$ cat src/rtl/pixel_packer.sv
// Packs PACK pixels from the filter FIFO into one word with SOF/EOL flags for the output FIFO.
// Define PIXEL_PACKER_BORDER_ZERO_EN to zero pixels that fall inside the BORDER-wide frame edge.
module pixel_packer #(
  parameter int DWIDTH_IN  = 8,
  parameter int PACK       = 4,
  parameter int IMG_WIDTH  = 720,
  parameter int IMG_HEIGHT = 540,
  parameter int BORDER     = 1
) (
  input  logic                      clock,
  input  logic                      reset,
  output logic                      fifo_in_rd_en,
  input  logic [DWIDTH_IN-1:0]      fifo_in_dout,
  input  logic                      fifo_in_empty,
  output logic                      fifo_out_wr_en,
  output logic [DWIDTH_IN*PACK+1:0] fifo_out_din,
  input  logic                      fifo_out_full,
  output logic                      frame_done,
  output logic [1:0]                state_dbg_o
);

  localparam int LW  = $clog2(PACK);
  localparam int WPL = IMG_WIDTH / PACK;
  localparam int XW  = (WPL > 1) ? $clog2(WPL) : 1;
  localparam int YW  = (IMG_HEIGHT > 1) ? $clog2(IMG_HEIGHT) : 1;
  localparam int AW  = DWIDTH_IN * (PACK - 1);
  localparam int OW  = DWIDTH_IN * PACK + 2;

  localparam logic [LW-1:0] LANE_LAST = LW'(PACK - 1);
  localparam logic [XW-1:0] X_LAST    = XW'(WPL - 1);
  localparam logic [YW-1:0] Y_LAST    = YW'(IMG_HEIGHT - 1);

  if (PACK < 2 || (IMG_WIDTH % PACK) != 0 || BORDER < 0) begin : g_bad_params
    $error("pixel_packer: PACK must be >= 2 and divide IMG_WIDTH, BORDER >= 0");
  end

  typedef enum logic [1:0] {
    S_RUN   = 2'd0,
    S_DRAIN = 2'd1,
    S_DONE  = 2'd2
  } state_t;

  state_t          state_q, state_d;
  logic [LW-1:0]   lane_q, lane_d;
  logic [XW-1:0]   x_word_q, x_word_d;
  logic [YW-1:0]   y_q, y_d;
  logic [AW-1:0]   acc_q, acc_d;
  logic [OW-1:0]   hold_q, hold_d;
  logic            out_valid_q, out_valid_d;

  logic                 pop;
  logic                 load;
  logic                 last_lane;
  logic                 wrap_x;
  logic                 last_row;
  logic                 sof;
  logic [DWIDTH_IN-1:0] pix_w;

  // Handshakes: a pop happens on any edge where fifo_in_rd_en=1 (implies !fifo_in_empty);
  // a push happens on any edge where fifo_out_wr_en=1 (implies !fifo_out_full).
  always_comb begin
    fifo_in_rd_en  = (state_q == S_RUN) && !fifo_in_empty &&
                     ((lane_q != LANE_LAST) || !out_valid_q || !fifo_out_full);
    fifo_out_wr_en = out_valid_q && !fifo_out_full;
    frame_done     = (state_q == S_DRAIN) && fifo_out_wr_en;
    state_dbg_o    = state_q;
  end

  assign fifo_out_din = hold_q;

  always_comb begin
    pix_w = fifo_in_dout;
`ifdef PIXEL_PACKER_BORDER_ZERO_EN
    begin
      int col;
      col = int'(x_word_q) * PACK + int'(lane_q);
      if (col < BORDER || col >= IMG_WIDTH - BORDER ||
          int'(y_q) < BORDER || int'(y_q) >= IMG_HEIGHT - BORDER) begin
        pix_w = '0;
      end
    end
`endif
  end

  always_comb begin
    state_d = state_q;
    case (state_q)
      S_RUN:   if (load && wrap_x && last_row) state_d = S_DRAIN;
      S_DRAIN: if (fifo_out_wr_en) state_d = S_DONE;
      S_DONE:  state_d = S_RUN;
      default: state_d = S_RUN;
    endcase
  end

  always_comb begin
    pop         = fifo_in_rd_en;
    last_lane   = (lane_q == LANE_LAST);
    load        = pop && last_lane;
    wrap_x      = (x_word_q == X_LAST);
    last_row    = (y_q == Y_LAST);
    sof         = (x_word_q == '0) && (y_q == '0);

    acc_d       = acc_q;
    lane_d      = lane_q;
    hold_d      = hold_q;
    x_word_d    = x_word_q;
    y_d         = y_q;
    out_valid_d = out_valid_q;

    if (pop) begin
      if (last_lane) begin
        lane_d = '0;
      end else begin
        lane_d = lane_q + LW'(1);
        acc_d[lane_q*DWIDTH_IN +: DWIDTH_IN] = pix_w;
      end
    end

    // The last lane goes straight into the holding register alongside the stored lanes.
    if (load) begin
      hold_d      = {sof, wrap_x, pix_w, acc_q};
      out_valid_d = 1'b1;
      if (wrap_x) begin
        x_word_d = '0;
        y_d      = last_row ? '0 : y_q + YW'(1);
      end else begin
        x_word_d = x_word_q + XW'(1);
      end
    end else if (fifo_out_wr_en) begin
      out_valid_d = 1'b0;
    end
  end

  always_ff @(posedge clock or negedge reset) begin
    if (!reset) begin
      state_q <= S_RUN;
    end else begin
      state_q <= state_d;
    end
  end

  always_ff @(posedge clock or negedge reset) begin
    if (!reset) begin
      lane_q      <= '0;
      x_word_q    <= '0;
      y_q         <= '0;
      acc_q       <= '0;
      hold_q      <= '0;
      out_valid_q <= 1'b0;
    end else begin
      lane_q      <= lane_d;
      x_word_q    <= x_word_d;
      y_q         <= y_d;
      acc_q       <= acc_d;
      hold_q      <= hold_d;
      out_valid_q <= out_valid_d;
    end
  end

endmodule

$ cat config.mk
export PLATFORM = sky130hd
export DESIGN_NAME = pixel_packer
export DESIGN_NICKNAME = d
export VERILOG_FILES = /design/src/rtl/pixel_packer.sv
export SDC_FILE = /design/constraint.sdc
export NUM_CORES = 1
export LEC_CHECK = 0
export ABC_AREA = 1
export CAP_MARGIN = 40
export CORE_ASPECT_RATIO = 1.2
export CORE_MARGIN = 2
export CORE_UTILIZATION = 40
export DETAILED_ROUTE_END_ITERATION = 10
export PLACE_DENSITY = 0.6
export SLEW_MARGIN = 5
export SYNTH_ARGS = -nofsm -noshare
export SYNTH_HDL_FRONTEND = slang
export SYNTH_SLANG_ARGS = --single-unit
$ cat constraint.sdc
create_clock -name clock -period 3.65 [get_ports clock]
set_input_delay 0.73 -clock clock [delete_from_list [all_inputs] [get_ports clock]]
set_output_delay 0.73 -clock clock [all_outputs]
set_load 0.03 [all_outputs]
==> summary.txt, run 1 <==
Routing
  • Final ANT Viol Nets: 0
  • Average routed wire per standard cell: 12.9 µm
  • Via count: ~2900
  • Drt pass-1 iters: 4
  • Post-route DRC violation count: 0
  • Initial drt markers: 87
  • Drt via density: ~4.8
  • Routed wire length: 7.74 mm

Place
  • Port Buffers: 50
  • Placed Cells: 583
  • HPWL Detailed: between 5 and 6 mm
  • Routability cong.: 0.873

Clock network
  • CTS clk-pin slew, worst paths: roughly 90 ps
  • CTS tree: done
  • Skew-Pair Late Insertion Delay: ~350 ps
  • Post-CTS setup buffer count: 0
  • Maximum root-to-sink buffer count: 2
  • CTS Hold Buffers Added: 0
  • H-tree depth: 3
  • Num CTS Buffers: 9
  • Cts repair resizes: 0
  • CTS Sinks: 81
  • Root buffer cell: clkbuf_8

Power and ir drop
  • P_sw: 1.53 mW
  • Internal power: slightly above 2 mW
  • Clk pwr share: between 10% and 20%
  • Leakage: between 2 and 2.5 nW
  • Peak VDD IR: about 0.00036 V
  • Comb power frac: a little over two fifths
  • Pwr per Cell Area: between 700 and 800 nW/µm²
  • Seq pwr share: 40.3%
  • Switch share: 42.7%

Yosys
  • Cell area after synthesis: between 3000 and 4000 µm²
  • Mapped Avg Cell Area: 8.76 µm²
  • Top-count cell post-synth: dfrtp_1
  • #FFs+latches synth: just over 80
  • Async S/R FF share, synth: 100%
  • Netlist cell types: 26
  • Synth area leader: dfrtp_1
  • Top cells by area, synth: dfrtp_1 54%, o21ai_0 9.3%, nand2_1 7.5%, inv_1 7.0%, nand3_1 5.4%
  • Syn_nets: about 450
  • Synth Flop Type: dfrtp_1
  • Post-synth EDFFs: 0
  • Sequential area share after synthesis: between 50% and 60%
  • Synth top area share: 54.5%
  • Most frequent cells after synthesis: 81 x dfrtp_1, 74 x nand2_1, 69 x inv_1, 69 x o21ai_0, 40 x nand3_1
  • Yosys warns: 0
  • Cells after synthesis: between 400 and 500

Critical path
  • Worst Setup SP: fifo_out_full
  • Crit path launch type: input port
  • Critical Path Sink Type: output port
  • Crit path cell chain: clkdlybuf4s50_1, nand2_1, o21ai_0, inv_1, clkdlybuf4s50_1
  • Critical R2R Launch: lane_q[0]
  • Critical Path RT: between 2000 and 3000 ps
  • Critical-path top delay cell: clkdlybuf4s50_1
  • Worst Path Max Fanout: 4
  • Setup Crit Path Kind: in2out
  • Critical Path AT: 2420 ps
  • Reg2reg setup slack: about 1800 ps
  • Most frequent CP cell: clkdlybuf4s50_1
  • Slowest stage delay, CP: 600 ps

Die
  • Initial Util: between 40 and 50%
  • Die width: about 90 µm
  • Core Rows: 38
  • Die area: approximately 10000 µm²
  • I/O pin cnt: 51
  • Core ar.: ~9000 µm²
  • Die Ht: around 110 µm

Timing
  • Fin crit period: 3150 ps
  • TNS Setup: 0 ps
  • Worst hold slack: 277 ps
  • Fmax: about 0.32 GHz
  • Tcrit/Tclk final: a little under nine tenths
  • Clock Skews: around 12 ps
  • RSZ-0062 raised after global routing: no
  • Slew headroom: between 60% and 70%
  • Actual slew at the worst max-slew pin: 560 ps
  • Max Transition Viols Final: 0
  • Fin. Hold Viols: 0
  • Setup Viol. Count Final: 0

Global route
  • Initial antenna violation count: 0
  • Global-route wire length before repair: ~14 mm
  • Gr ovfl total: 0
  • Vias in the first global route: 3014
  • Tot GR Track Use: between 10% and 20%
  • Largest net degree at the start of global routing: 65

Cells and area
  • Post-route insts no fill: 599
  • Nets: 495
  • Layout cells sized above 1: 7.10%
  • P&R area growth vs syn: 20.5%
  • ANT cells: 0

Hold path
  • Worst Hold Class: in2async

Job
  • Max Cap Viol: 0

Status
  • Outcome: finished clean
==> layout make-up <==
cell class	instances	area (µm²)
repair buffers	52	533
clock inverters	6	50.0
clock buffers	10	138
multi-input cells	257	1310
well taps	120	150
inverters	73	274
flip-flops and latches	81	2030
fillers	916	4550
==> sequential cells by signal, summed over array words and instances (netlist names) <==
name,cells
acc_q,24
fifo_out_din,34
lane_q,2
out_valid_q,1
state_dbg_o,2
x_word_q,8
y_q,10
==> critical path: cells and delay by family <==
kind / cells / cell delay [ps]
buffers and inverters: 3 / 1220
AOI/OAI and AO/OA: 1 / 340
and+or+nand+nor: 1 / 120
==> final timing paths <==
check,endpoint,depth (start not counted)
min,y_q[5],1
max,fifo_in_rd_en,5
max in group asynchronous,acc_q[9],2
min in group clock,fifo_out_din[32],2
min reg2reg,fifo_out_din[32],2
max reg2reg,y_q[9],6
==> cells by family after synthesis <==
group	count (synthesis)	share of synthesized area, %
fa+ha+maj	9	3.03
xor+xnor	5	1.18
simple gates	167	20.8
flops	81	54.5
buf+inv	87	10.3
compound gates	76	10.3
==> cell usage in the layout (no fill, tap or decap), types with 2 or more instances in the layout <==
cell             count
nand2_1             74
ha_1                 9
nor2_1              23
clkinvlp_4           2
nand3_1             40
nand2_2              2
dfrtp_1             81
inv_2                4
nor2_2               2
o21ai_1              4
nor2_4               4
inv_1               69
clkbuf_8            10
xor2_1               5
nor3_1               7
o21ai_0             69
buf_4                2
clkdlybuf4s50_1     49
nand4_1             10
clkinv_4             2
inv_6                2
a21oi_1              2
==> stage by stage <==
step / power, mW / setup WS (ps) / area (µm²) / util (%)
floorplan: 2.45 / 1380 / 3720 / -
global route: 3.87 / 343 / 4490 / 49.7
CTS: 3.62 / 473 / 4490 / 49.7
detailed placement: 2.98 / 482 / 4300 / 47.6
global placement: 2.94 / 509 / 4270 / 47.3
finish: 3.57 / 499 / 4490 / 49.7
==> routing by layer <==
layer  routed length (µm)  track usage [%]  vias up  share of wire, %
met5                    0                0        -                 0
met4                   82             5.22        0               1.1
met3                  236             4.25        7               3.0
met2                 3820             29.3       53                49
met1                 3600             21.5     1387                47
li1                     -                -     1456                 -
==> power by group through the flow <==
stage	logic (mW)	clock network, mW	registers, mW
floorplan	0.733	0	1.72
global placement	1.49	0	1.45
detailed placement	1.52	0	1.46
CTS	1.53	0.640	1.44
global route	1.70	0.676	1.49
finish	1.51	0.619	1.44
Power figures use the tool's default switching activity.
==> inputs of run 2 (changes only) <==
==> constraint.sdc (replaced) <==
create_clock -name clock -period 4.08 [get_ports clock]
set_input_delay 0.816 -clock clock [delete_from_list [all_inputs] [get_ports clock]]
set_output_delay 0.816 -clock clock [all_outputs]
set_load 0.03 [all_outputs]
==> summary.txt, run 2 (synthesis results as in run 1) <==
Cells and area
  • Commonest non-fill, non-tap cell in the layout: dfrtp_1 (unchanged)
  • Post-route insts no fill: 599 (unchanged)
  • Layout cells sized above 1: 7.10% (unchanged)
  • Max reg flops: 34 (unchanged)
  • Most frequent cells in the layout: 81 x dfrtp_1, 74 x nand2_1, 69 x inv_1, 69 x o21ai_0, 49 x clkdlybuf4s50_1 (unchanged)
  • ANT cells: 0 (unchanged)
  • P&R area growth vs syn: 21.2% (was 20.5%)
  • Final core occ: 49.9% (was 49.7%)
  • Nets: 495 (unchanged)

Clock network
  • CTS clk-pin slew, worst paths: 80 ps (was 90 ps)
  • Num CTS Buffers: 9 (unchanged)
  • Root buffer cell: clkbuf_8 (unchanged)
  • CTS Sinks: 81 (unchanged)
  • H-tree depth: 3 (unchanged)
  • CTS tree: done (unchanged)
  • Skew-Pair Late Insertion Delay: 350 ps (about the same)
  • Post-CTS setup buffer count: 0 (unchanged)
  • CTS Hold Buffers Added: 0 (unchanged)
  • Maximum root-to-sink buffer count: 2 (unchanged)
  • Cts repair resizes: 0 (unchanged)

Job
  • Max Cap Viol: 0 (unchanged)

Routing
  • Average routed wire per standard cell: 12.9 µm (about the same)
  • Final ANT Viol Nets: 0 (unchanged)
  • Via count: 2936 (was 2903)
  • Initial drt markers: 122 (was 87)
  • Routed wire length: 7.73 mm (was 7.74 mm)
  • Drt via density: 4.90 (was 4.85)
  • Post-route DRC violation count: 0 (unchanged)
  • Drt pass-1 iters: 4 (unchanged)

Global route
  • Gr ovfl total: 0 (unchanged)
  • Vias in the first global route: 2890 (was 3014)
  • Global-route wire length before repair: 13.5 mm (was 13.8 mm)
  • Initial antenna violation count: 0 (unchanged)
  • Largest net degree at the start of global routing: 65 (unchanged)
  • Tot GR Track Use: 16.8% (was 17.1%)

Place
  • HPWL Detailed: 5.56 mm (was 5.44 mm)
  • Port Buffers: 50 (unchanged)
  • Routability cong.: 0.864 (was 0.873)
  • Placed Cells: 583 (unchanged)

Timing
  • RSZ-0062 raised after global routing: no (unchanged)
  • Setup Viol. Count Final: 0 (unchanged)
  • Actual slew at the worst max-slew pin: 581 ps (was 560 ps)
  • Fin. Hold Viols: 0 (unchanged)
  • Fmax: ~0.30 GHz
  • TNS Setup: 0 ps (unchanged)
  • Max Transition Viols Final: 0 (unchanged)
  • Fin crit period: about 3300 ps
  • Tcrit/Tclk final: between 80% and 90%
  • Clock Skews: 7.90 ps (was 11.8 ps)
  • Slew headroom: 61.1% (was 62.5%)

Critical path
  • Critical Path Sink Type: output port (unchanged)
  • Crit path launch type: input port (unchanged)
  • Setup Crit Path Kind: in2out (unchanged)
  • Worst Path Max Fanout: 4 (unchanged)
  • Critical R2R Launch: lane_q[0] (unchanged)
  • R2R depth: 6 (unchanged)
  • Critical Path AT: 2500 ps (was 2420 ps)
  • Worst Setup SP: fifo_out_full (unchanged)
  • Critical Path RT: 3260 ps (was 2920 ps)
  • Reg2reg setup slack: 2190 ps (was 1820 ps)

Power and ir drop
  • Peak VDD IR: 0.000322 V (was 0.000360 V)
  • Pwr per Cell Area: 724 nW/µm² (was 797 nW/µm²)
  • Leakage: 2.11 nW (was 2.09 nW)

Status
  • Outcome: finished clean (unchanged)

Die
  • Core Rows: 38 (unchanged)
  • Core ar.: 9030 µm² (unchanged)
  • Initial Util: 41.2% (unchanged)
  • Die area: 10100 µm² (unchanged)
  • I/O pin cnt: 51 (unchanged)
  • Die Ht: 110 µm (unchanged)
  • Die width: 92.1 µm (unchanged)

Hold path
  • Worst Hold Class: in2async (unchanged)
[run 2: changes by cell type in the layout (fill, tap and decap cells not counted), sizes merged]
cell,before,now
bufinv,0,1
clkinv,2,1
inv,75,74
clkbuf,10,11
[run 2: area by class of cell]
cell class	count	area [µm²]
fill	879	4520
sequential	81	2030
multi-input combinational	257	1310
timing repair buffer	52	533
inverter	73	274
clock buffer	11	151
tap	120	150
clock inverter	5	62.6
[run 2: final timing paths]
path / to
min in group clock: fifo_out_din[2]
setup / recovery: fifo_in_rd_en
setup reg to reg: y_q[9]
hold / removal: y_q[6]
hold reg to reg: fifo_out_din[2]
max in group asynchronous: y_q[0]
[run 2: metal layers]
layer	wire length (µm)	GRT usage [%]	part of all wire, %	up-vias
met1	3460	21.9	45	1414
li1	-	-	-	1456
met2	3830	28.0	50	56
met4	106	5.54	1.4	0
met3	332	3.77	4.3	10
met5	0	0	0	-
[run 2: report_power, final]
| part | switching (mW) | leakage (nW) | internal, mW | total [mW] |
|---|---|---|---|---|
| Sequential | 0.192 | 1.06 | 1.10 | 1.29 |
| Clock | 0.304 | 0.102 | 0.320 | 0.624 |
| Combinational | 0.864 | 0.946 | 0.490 | 1.35 |
| Total | 1.36 | 2.11 | 1.91 | 3.27 |
[run 2: stage by stage]
stage | setup slack (ps) | total power, mW | hold slack (ps) | cell area, µm²
2_1_floorplan | 1720 | 2.19 | 471 | 3720
3_3_place_gp | 763 | 2.63 | 463 | 4270
3_5_place_dp | 734 | 2.67 | 475 | 4300
4_1_cts | 734 | 3.30 | 371 | 4510
5_1_grt | 646 | 3.52 | 378 | 4510
6_report | 768 | 3.27 | 362 | 4510
[run 2: critical path, cell delays in order]
cell             delay (ps)
clkdlybuf4s50_1         530
nand2_1                 110
o21ai_0                 340
inv_1                   100
clkdlybuf4s50_1         600
==> inputs of run 3 (changes only) <==
--- a/config.mk
+++ b/config.mk
@@ -11,7 +11,7 @@
 export CORE_MARGIN = 2
 export CORE_UTILIZATION = 40
 export DETAILED_ROUTE_END_ITERATION = 10
-export PLACE_DENSITY = 0.6
+export PLACE_DENSITY = 0.63
 export SLEW_MARGIN = 5
 export SYNTH_ARGS = -nofsm -noshare
 export SYNTH_HDL_FRONTEND = slang
==> constraint.sdc (replaced) <==
create_clock -name clock -period 2.96 [get_ports clock]
set_input_delay 0.592 -clock clock [delete_from_list [all_inputs] [get_ports clock]]
set_output_delay 0.592 -clock clock [all_outputs]
set_load 0.03 [all_outputs]
==> summary.txt, run 3 (synthesis results as in run 1) <==
Timing
  • Final Worst Setup Slack: 230 ps (was 768 ps)
  • Tcrit/Tclk final: 92.2%
  • Fin crit period: approximately 2700 ps
  • Clock Skews: 16.9 ps (was 7.90 ps)
  • Fmax: between 0.3 and 0.4 GHz
  • Setup Viol. Count Final: 0 (unchanged)
  • Actual slew at the worst max-slew pin: 608 ps (was 581 ps)
  • Fin. Hold Viols: 0 (unchanged)
  • Max Transition Viols Final: 0 (unchanged)
  • Slew headroom: 59.3% (was 61.1%)
  • RSZ-0062 raised after global routing: no (unchanged)
  • TNS Setup: 0 ps (unchanged)

Power and ir drop
  • Internal power: 2.51 mW (was 1.91 mW)
  • Final Total Pwr: 4.41 mW (was 3.27 mW)
  • Leakage: 2.09 nW (was 2.11 nW)
  • Clk pwr share: 17.0% (was 19.1%)
  • Comb power frac: 42.8% (was 41.4%)
  • Switch share: 43.1% (was 41.6%)
  • P_sw: 1.90 mW (was 1.36 mW)
  • Peak VDD IR: 0.000499 V (was 0.000322 V)
  • Seq pwr share: 40.2% (was 39.5%)
  • Pwr per Cell Area: 982 nW/µm² (was 724 nW/µm²)

Job
  • Max Cap Viol: 0 (unchanged)

Die
  • Initial Util: 41.2% (unchanged)
  • Core ar.: 9030 µm² (unchanged)
  • I/O pin cnt: 51 (unchanged)
  • Die area: 10100 µm² (unchanged)
  • Die width: 92.1 µm (unchanged)
  • Die Ht: 110 µm (unchanged)
  • Core Rows: 38 (unchanged)

Critical path
  • Slowest stage delay, CP: 660 ps (was 600 ps)
  • Worst Path Max Fanout: 2 (was 4)
  • Most frequent CP cell: clkdlybuf4s50_1 (unchanged)
  • Crit path cell chain: clkdlybuf4s50_1, nor3_2, o21ai_0, inv_1, clkdlybuf4s50_1 (was clkdlybuf4s50_1, nand2_1, o21ai_0, inv_1, clkdlybuf4s50_1)
  • Critical Path AT: 2140 ps (was 2500 ps)
  • Critical Path Sink Type: output port (unchanged)
  • Critical-path top delay cell: clkdlybuf4s50_1 (unchanged)
  • Crit path launch type: input port (unchanged)
  • Setup Crit Path Kind: in2out (unchanged)
  • Critical Path RT: 2370 ps (was 3260 ps)

Global route
  • Gr ovfl total: 0 (unchanged)
  • Layer with the highest usage: met2 (unchanged)
  • Grt met3 use: 3.98% (was 3.77%)
  • Vias in the first global route: 2881 (was 2890)
  • M1 GR Usage: 21.4% (was 21.9%)
  • Global-route wire length before repair: 13.4 mm (was 13.5 mm)
  • Tot GR Track Use: 16.7% (was 16.8%)
  • Largest net degree at the start of global routing: 74 (was 65)
  • Grt met2 use: 27.7% (was 28.0%)
  • Initial antenna violation count: 0 (unchanged)

Clock network
  • H-tree depth: 3 (unchanged)
  • Skew-Pair Late Insertion Delay: 360 ps (was 350 ps)
  • CTS clk-pin slew, worst paths: 90 ps (was 80 ps)
  • Maximum root-to-sink buffer count: 2 (unchanged)
  • CTS tree: done (unchanged)
  • Num CTS Buffers: 9 (unchanged)
  • Cts repair resizes: 0 (unchanged)
  • Post-CTS setup buffer count: 0 (unchanged)
  • CTS Hold Buffers Added: 0 (unchanged)
  • CTS Sinks: 81 (unchanged)
  • Root buffer cell: clkbuf_8 (unchanged)

Routing
  • Final ANT Viol Nets: 0 (unchanged)
  • Initial drt markers: 134 (was 122)
  • Average routed wire per standard cell: 13.1 µm (was 12.9 µm)
  • Drt pass-1 iters: 4 (unchanged)
  • Via count: 2907 (was 2936)
  • Post-route DRC violation count: 0 (unchanged)
  • Drt via density: 4.85 (was 4.90)
  • Routed wire length: 7.87 mm (was 7.73 mm)

Cells and area
  • Max reg flops: 34 (unchanged)
  • Final instance area: 4490 µm² (was 4510 µm²)
  • P&R area growth vs syn: 20.7% (was 21.2%)
  • Commonest non-fill, non-tap cell in the layout: dfrtp_1 (unchanged)
  • Fill count: 908 (was 879)
  • Multi-input gate area: 1310 µm² (unchanged)
  • FF/Latch Area: 2030 µm² (unchanged)
  • Layout cells sized above 1: 7.08% (was 7.10%)
  • Nets: 496 (was 495)
  • ANT cells: 0 (unchanged)
  • Most frequent cells in the layout: 81 x dfrtp_1, 74 x nand2_1, 69 x inv_1, 69 x o21ai_0, 49 x clkdlybuf4s50_1 (unchanged)

Place
  • Pre-CTS setup slack: 200 ps (was 734 ps)
  • Port Buffers: 50 (unchanged)
  • HPWL Detailed: 5.59 mm (was 5.56 mm)
  • Routability cong.: 0.810 (was 0.864)
  • DP Area: 4320 µm² (was 4300 µm²)

Hold path
  • Worst Hold Class: in2async (unchanged)

Status
  • Outcome: finished clean (unchanged)
[run 3: worst max-delay path: cells and delay by family]
kind                   cells  cell delay [ps]
buffers and inverters      3             1210
AOI/OAI and AO/OA          1              160
and+or+nand+nor            1              180
[run 3: layout make-up]
class / count / area share (%)
Inverter: 73 / 6.10
Sequential cell: 81 / 45.1
Tap cell: 120 / 3.34
Timing Repair Buffer: 53 / 12.3
Clock buffer: 10 / 2.84
Multi-Input combinational cell: 257 / 29.2
Clock inverter: 6 / 1.09
[run 3: stage by stage]
step	utilization [%]	hold WS [ps]	instances
after global routing	49.8	204	600
after CTS	49.8	189	600
final	49.8	182	600
after floorplan	-	296	425
after global placement	47.5	472	583
after detailed placement	47.8	477	584
[run 3: metal layers]
metal,vias up,share of wire [%]
li1,1452,-
met1,1383,46
met2,56,48
met3,16,3.4
met4,0,2.3
met5,-,0
[run 3: final timing paths]
path | from | depth (start not counted) | to | slack, ps
min in group clock | fifo_out_din[33] | 2 | fifo_out_din[33] | 490
setup / recovery | fifo_in_empty | 5 | fifo_in_rd_en | 230
max in group asynchronous | reset | 2 | acc_q[20] | 2200
hold reg to reg | fifo_out_din[33] | 2 | fifo_out_din[33] | 490
hold / removal | reset | 1 | y_q[4] | 180
setup reg to reg | lane_q[0] | 6 | acc_q[2] | 1150
[run 3: power groups by stage]
| stage | logic (mW) | registers [mW] | clock network, mW |
|---|---|---|---|
| 2_1_floorplan | 0.904 | 2.12 | 0 |
| 3_3_place_gp | 1.86 | 1.79 | 0 |
| 3_5_place_dp | 1.90 | 1.80 | 0 |
| 4_1_cts | 1.91 | 1.78 | 0.768 |
| 5_1_grt | 2.11 | 1.83 | 0.812 |
| 6_report | 1.89 | 1.77 | 0.751 |
==> RTL change 1: new RTL, settings of run 3 <==
Take the reset off `hold_q` and load it in a clocked block of its own.
--- a/src/rtl/pixel_packer.sv
+++ b/src/rtl/pixel_packer.sv
@@ -145,17 +145,19 @@
       x_word_q    <= '0;
       y_q         <= '0;
       acc_q       <= '0;
-      hold_q      <= '0;
       out_valid_q <= 1'b0;
     end else begin
       lane_q      <= lane_d;
       x_word_q    <= x_word_d;
       y_q         <= y_d;
       acc_q       <= acc_d;
-      hold_q      <= hold_d;
       out_valid_q <= out_valid_d;
     end
   end
 
+  always_ff @(posedge clock) begin
+    hold_q <= hold_d;
+  end
+
 endmodule
 
Function: differs if reset is asserted again (counterexample within 10 cycles, from zero or initial values and one cycle with reset low); with reset held inactive, the same outputs for 10 cycles.
==> RTL change 1 against run 3 <==
Power decreased by 23%. Synthesized cell count decreased by 19%. Combinational power decreased by 46%. Sequential share of layout area increased by 5.2 points. Cell area decreased by 2.9%. Sequential cell count unchanged. Utilization increased by 0.95 points. Critical path type unchanged. Via count decreased by 11%. Wire length decreased by 10%. Synthesized area decreased by 4.8%. Non-clock buffer count increased by 1. Worst setup slack improved by 0.031 ns. Highest routed layer unchanged.
==> RTL change 1: results (changes against run 3) <==
Status - finished, final reports clean
Async SR Flop Fraction - 58.0% (-42 points)
Placer's final routability congestion estimate - 0.837 (+3.3%)
Post-synthesis cell type count - 30 (+15%)
First-pass GRT wire length - 12.2 mm (-9.3%)
Critical Path AT - 2.11 ns (-0.03 ns)
Most frequent cells after synthesis - nand2_1, dfrtp_1, inv_1
Reg-to-Reg End - acc_q[1]$_DFFE_PN0P_
Hold WS - 0.256 ns (+0.0737 ns)
Post-Syn Nets - 367 (-18%)
Drt initial violations - 111 (-17%)
Layout cells sized above 1 - 8.27% (+1.2 points)
Final net count - 427 (-14%)
Static leakage - 2.02 nW (-3.4%)
Max_slew headroom - 57.9% (-1.4 points)
Crit path max fanout - 5 (+3)
Fill count - 818 (-9.9%)
Synth area leaders - dfrtp_1, edfxtp_1, nand2_1
Seq/Total Area, Yosys - 62.0% (+7.6 points)
Worst reg-to-reg setup slack - 1.13 ns (-0.02 ns)
DP HPWL - 5.15 mm (-7.8%)
Worst vdd ir - 0.000338 V (-32%)
Vias/cell - 4.90 (+1.2%)
Longest Clk Path Bufs - 2 (unchanged)
Gr usage total - 15.9% (-0.83 points)
Vias in the first global route - 2572 (-11%)
Final wirelength - 7.08 mm (-10%)
==> RTL change 1: changes by cell type after synthesis, sizes merged, moves of 2 or more <==
cell,before,now
buf,12,3
o21ai,73,40
nor4,0,2
inv,73,44
dfrtp,81,47
nor2,29,24
edfxtp,0,34
nand2,76,71
==> RTL change 1: critical path: stages <==
cell	delay, ns
clkdlybuf4s50_1	0.47
nor4_1	0.31
clkdlybuf4s50_1	0.73
==> RTL change 1: routing by layer <==
metal / GRT usage [%] / routed length [um] / up-vias
met4: 5.93 / 119 / 0
li1: - / - / 1283
met1: 19.4 / 3080 / 1233
met3: 4.43 / 310 / 11
met5: 0 / 0 / -
met2: 27.1 / 3570 / 61
==> RTL change 1: logic make-up (layout without fill, tap and decap cells) <==
logic type | count (synthesis) | after routing | synth area share, %
AND/OR/NAND/NOR | 159 | 159 | 21.7
XOR/XNOR | 5 | 5 | 1.24
flip-flops | 81 | 81 | 62.0
buffers and inverters | 49 | 114 | 5.65
AO/OA/AOI/OAI | 43 | 43 | 6.22
adder cells (fa/ha/maj) | 9 | 9 | 3.18
==> RTL change 1: final cells by class <==
type	instances	area [sq um]	share of cell area [%]
flip-flops and latches	81	2200	50.3
clock inverters	7	52.6	1.20
multi-input cells	216	1140	26.2
inverters	44	165	3.78
repair buffers	54	536	12.3
clock buffers	9	124	2.84
well taps	117	146	3.35
==> RTL change 1: per-stage QoR <==
stage	utilization (%)	std cells	setup WS [ns]	instance area (sq um)
2_1_floorplan	-	346	0.737	3540
3_3_place_gp	48.6	512	0.292	4190
4_1_cts	50.7	528	0.251	4370
6_report	50.7	528	0.261	4370
3_5_place_dp	48.6	512	0.240	4190
5_1_grt	50.7	528	0.179	4370
==> RTL change 1: where the power goes <==
part / internal [W] / total [W] / switching, W / leakage, nW
clock network: 0.000308 / 0.000723 / 0.000414 / 0.0799
registers: 0.00150 / 0.00166 / 0.000164 / 0.911
logic: 0.000332 / 0.00103 / 0.000698 / 1.03
==> RTL change 1: how the worst max path moves through the flow <==
stage	start	to	slack, ns	cells past startpoint
CTS	fifo_out_full	frame_done	0.25	3
global route	fifo_out_full	frame_done	0.18	3
detailed placement	fifo_out_full	frame_done	0.24	3
finish	fifo_out_full	frame_done	0.26	3
global placement	fifo_out_full	frame_done	0.29	3
floorplan	state_dbg_o[0]$_DFFE_PN0P_	frame_done	0.74	2
==> RTL change 2: new RTL, settings of run 3 <==
Made on the original files. Change the parameter `IMG_HEIGHT` from 540 to 270.
--- a/src/rtl/pixel_packer.sv
+++ b/src/rtl/pixel_packer.sv
@@ -4,7 +4,7 @@
   parameter int DWIDTH_IN  = 8,
   parameter int PACK       = 4,
   parameter int IMG_WIDTH  = 720,
-  parameter int IMG_HEIGHT = 540,
+  parameter int IMG_HEIGHT = 270,
   parameter int BORDER     = 1
 ) (
   input  logic                      clock,
Check against the original RTL: no difference found for any inputs over 10 cycles, from zero or initial values and one cycle with reset low; that may be too few to reach the edited logic, so the function may still have changed.
==> RTL change 2 against run 3 <==
Cell area grew 0.78%. Wire length shrank 2.0%. Synthesized cell count grew 2.4%. Power shrank 6.2%. Sequential cell count shrank 1. Worst setup slack lost 0.017 ns. Die area grew 0.19%. Synthesized area grew 0.20%. Critical path type unchanged. Largest cell class unchanged.
==> RTL change 2: results (changes against run 3) <==
Fill count - 876 (-3.5%)
Post-synthesis cell type count - 27 (+3.8%)
Crit-path max cell delay - 0.59 ns (-0.07 ns)
Placer's final routability congestion estimate - 0.817 (+0.81%)
Slowest CP cell - clkdlybuf4s50_1
Most frequent cells after synthesis - nand2_1, dfrtp_1, o21ai_0
Crit path max fanout - 4 (+2)
Synth area leaders - dfrtp_1, nand2_1, o21ai_0
Routed WL per cell - 12.7 um (-3.5%)
Insertion delay to the later sink of the worst-skew pair - 0.34 ns (-0.02 ns)
Antenna violations before repair - 0 (unchanged)
Via Count - 2894 (-0.45%)
Layout cells sized above 1 - 7.16% (+0.074 points)
Static leakage - 2.13 nW (+1.7%)
First-pass GRT wire length - 13.1 mm (-2.0%)
Status - finished, final reports clean
DRT Pass-1 Iters - 5 (+1)
Worst reg-to-reg setup slack - 1.17 ns (+0.02 ns)
Worst hold path class - in -> async
Seq/Total Area, Yosys - 53.7% (-0.78 points)
Final net count - 507 (+2.2%)
Drt initial violations - 102 (-24%)
Max_slew headroom - 60.7% (+1.4 points)
DP HPWL - 5.62 mm (+0.69%)
R2R depth - 5 (-1)
Reg-to-Reg End - acc_q[6]$_DFFE_PN0P_
Clock Skew - 0.00689 ns (-0.0100 ns)
Pin count of the biggest net entering global routing - 47 (-36%)
Critical Path AT - 2.16 ns (+0.02 ns)
Post-Syn Nets - 457 (+2.5%)
Gr usage total - 16.2% (-0.50 points)
==> RTL change 2: changes by cell type after synthesis, sizes merged, moves of 2 or more <==
cell    change
nand2      +24
nor3        -4
o21ai       -4
clkbuf      +2
nor2        +6
nand4       -3
inv         -8
xor2        -2
==> RTL change 2: cells by family after synthesis <==
| group | share of synthesized area [%] |
|---|---|
| and+or+nand+nor | 22.9 |
| buffers and inverters | 9.29 |
| DFF | 53.7 |
| adders and majority gates | 3.35 |
| AOI/OAI and AO/OA | 9.80 |
| xor gates and xnor gates | 0.939 |
==> RTL change 2: report_power, final <==
part / total (W) / internal (W) / switching (W)
logic: 0.00161 / 0.000587 / 0.00103
registers: 0.00164 / 0.00144 / 0.000199
clock network: 0.000884 / 0.000476 / 0.000408
total: 0.00414 / 0.00250 / 0.00163
==> RTL change 2: how the worst max path moves through the flow <==
stage | startpoint | slack [ns] | cells after the start | endpoint
6_report | fifo_out_full | 0.21 | 5 | fifo_in_rd_en
5_1_grt | fifo_out_full | 0.09 | 5 | fifo_in_rd_en
4_1_cts | fifo_out_full | 0.17 | 5 | fifo_in_rd_en
2_1_floorplan | state_dbg_o[0]$_DFFE_PN0P_ | 0.81 | 3 | frame_done
3_5_place_dp | fifo_out_full | 0.18 | 5 | fifo_in_rd_en
3_3_place_gp | fifo_out_full | 0.19 | 5 | fifo_in_rd_en
==> RTL change 2: final cells by class <==
class	instances	area share (%)
Sequential cell	80	44.2
Multi-Input combinational cell	274	30.5
Timing Repair Buffer	55	11.8
Inverter	65	5.39
Tap cell	120	3.31
Clock buffer	9	2.73
Clock inverter	6	2.04
==> RTL change 2: per-stage QoR <==
| stage | cell area, sq um | setup WS (ns) | hold WS (ns) | instances |
|---|---|---|---|---|
| after floorplan | 3730 | 0.812 | 0.296 | 435 |
| after global placement | 4310 | 0.189 | 0.466 | 594 |
| after detailed placement | 4310 | 0.178 | 0.472 | 594 |
| after CTS | 4530 | 0.175 | 0.258 | 609 |
| after global routing | 4530 | 0.0937 | 0.279 | 609 |
| final | 4530 | 0.213 | 0.243 | 609 |
==> RTL change 2: routing by layer <==
metal	global-route usage [%]	vias up	routed length, um
met2	29.3	51	3890
li1	-	1474	-
met1	19.4	1359	3450
met3	2.54	10	246
met4	6.72	0	116
met5	0	-	0
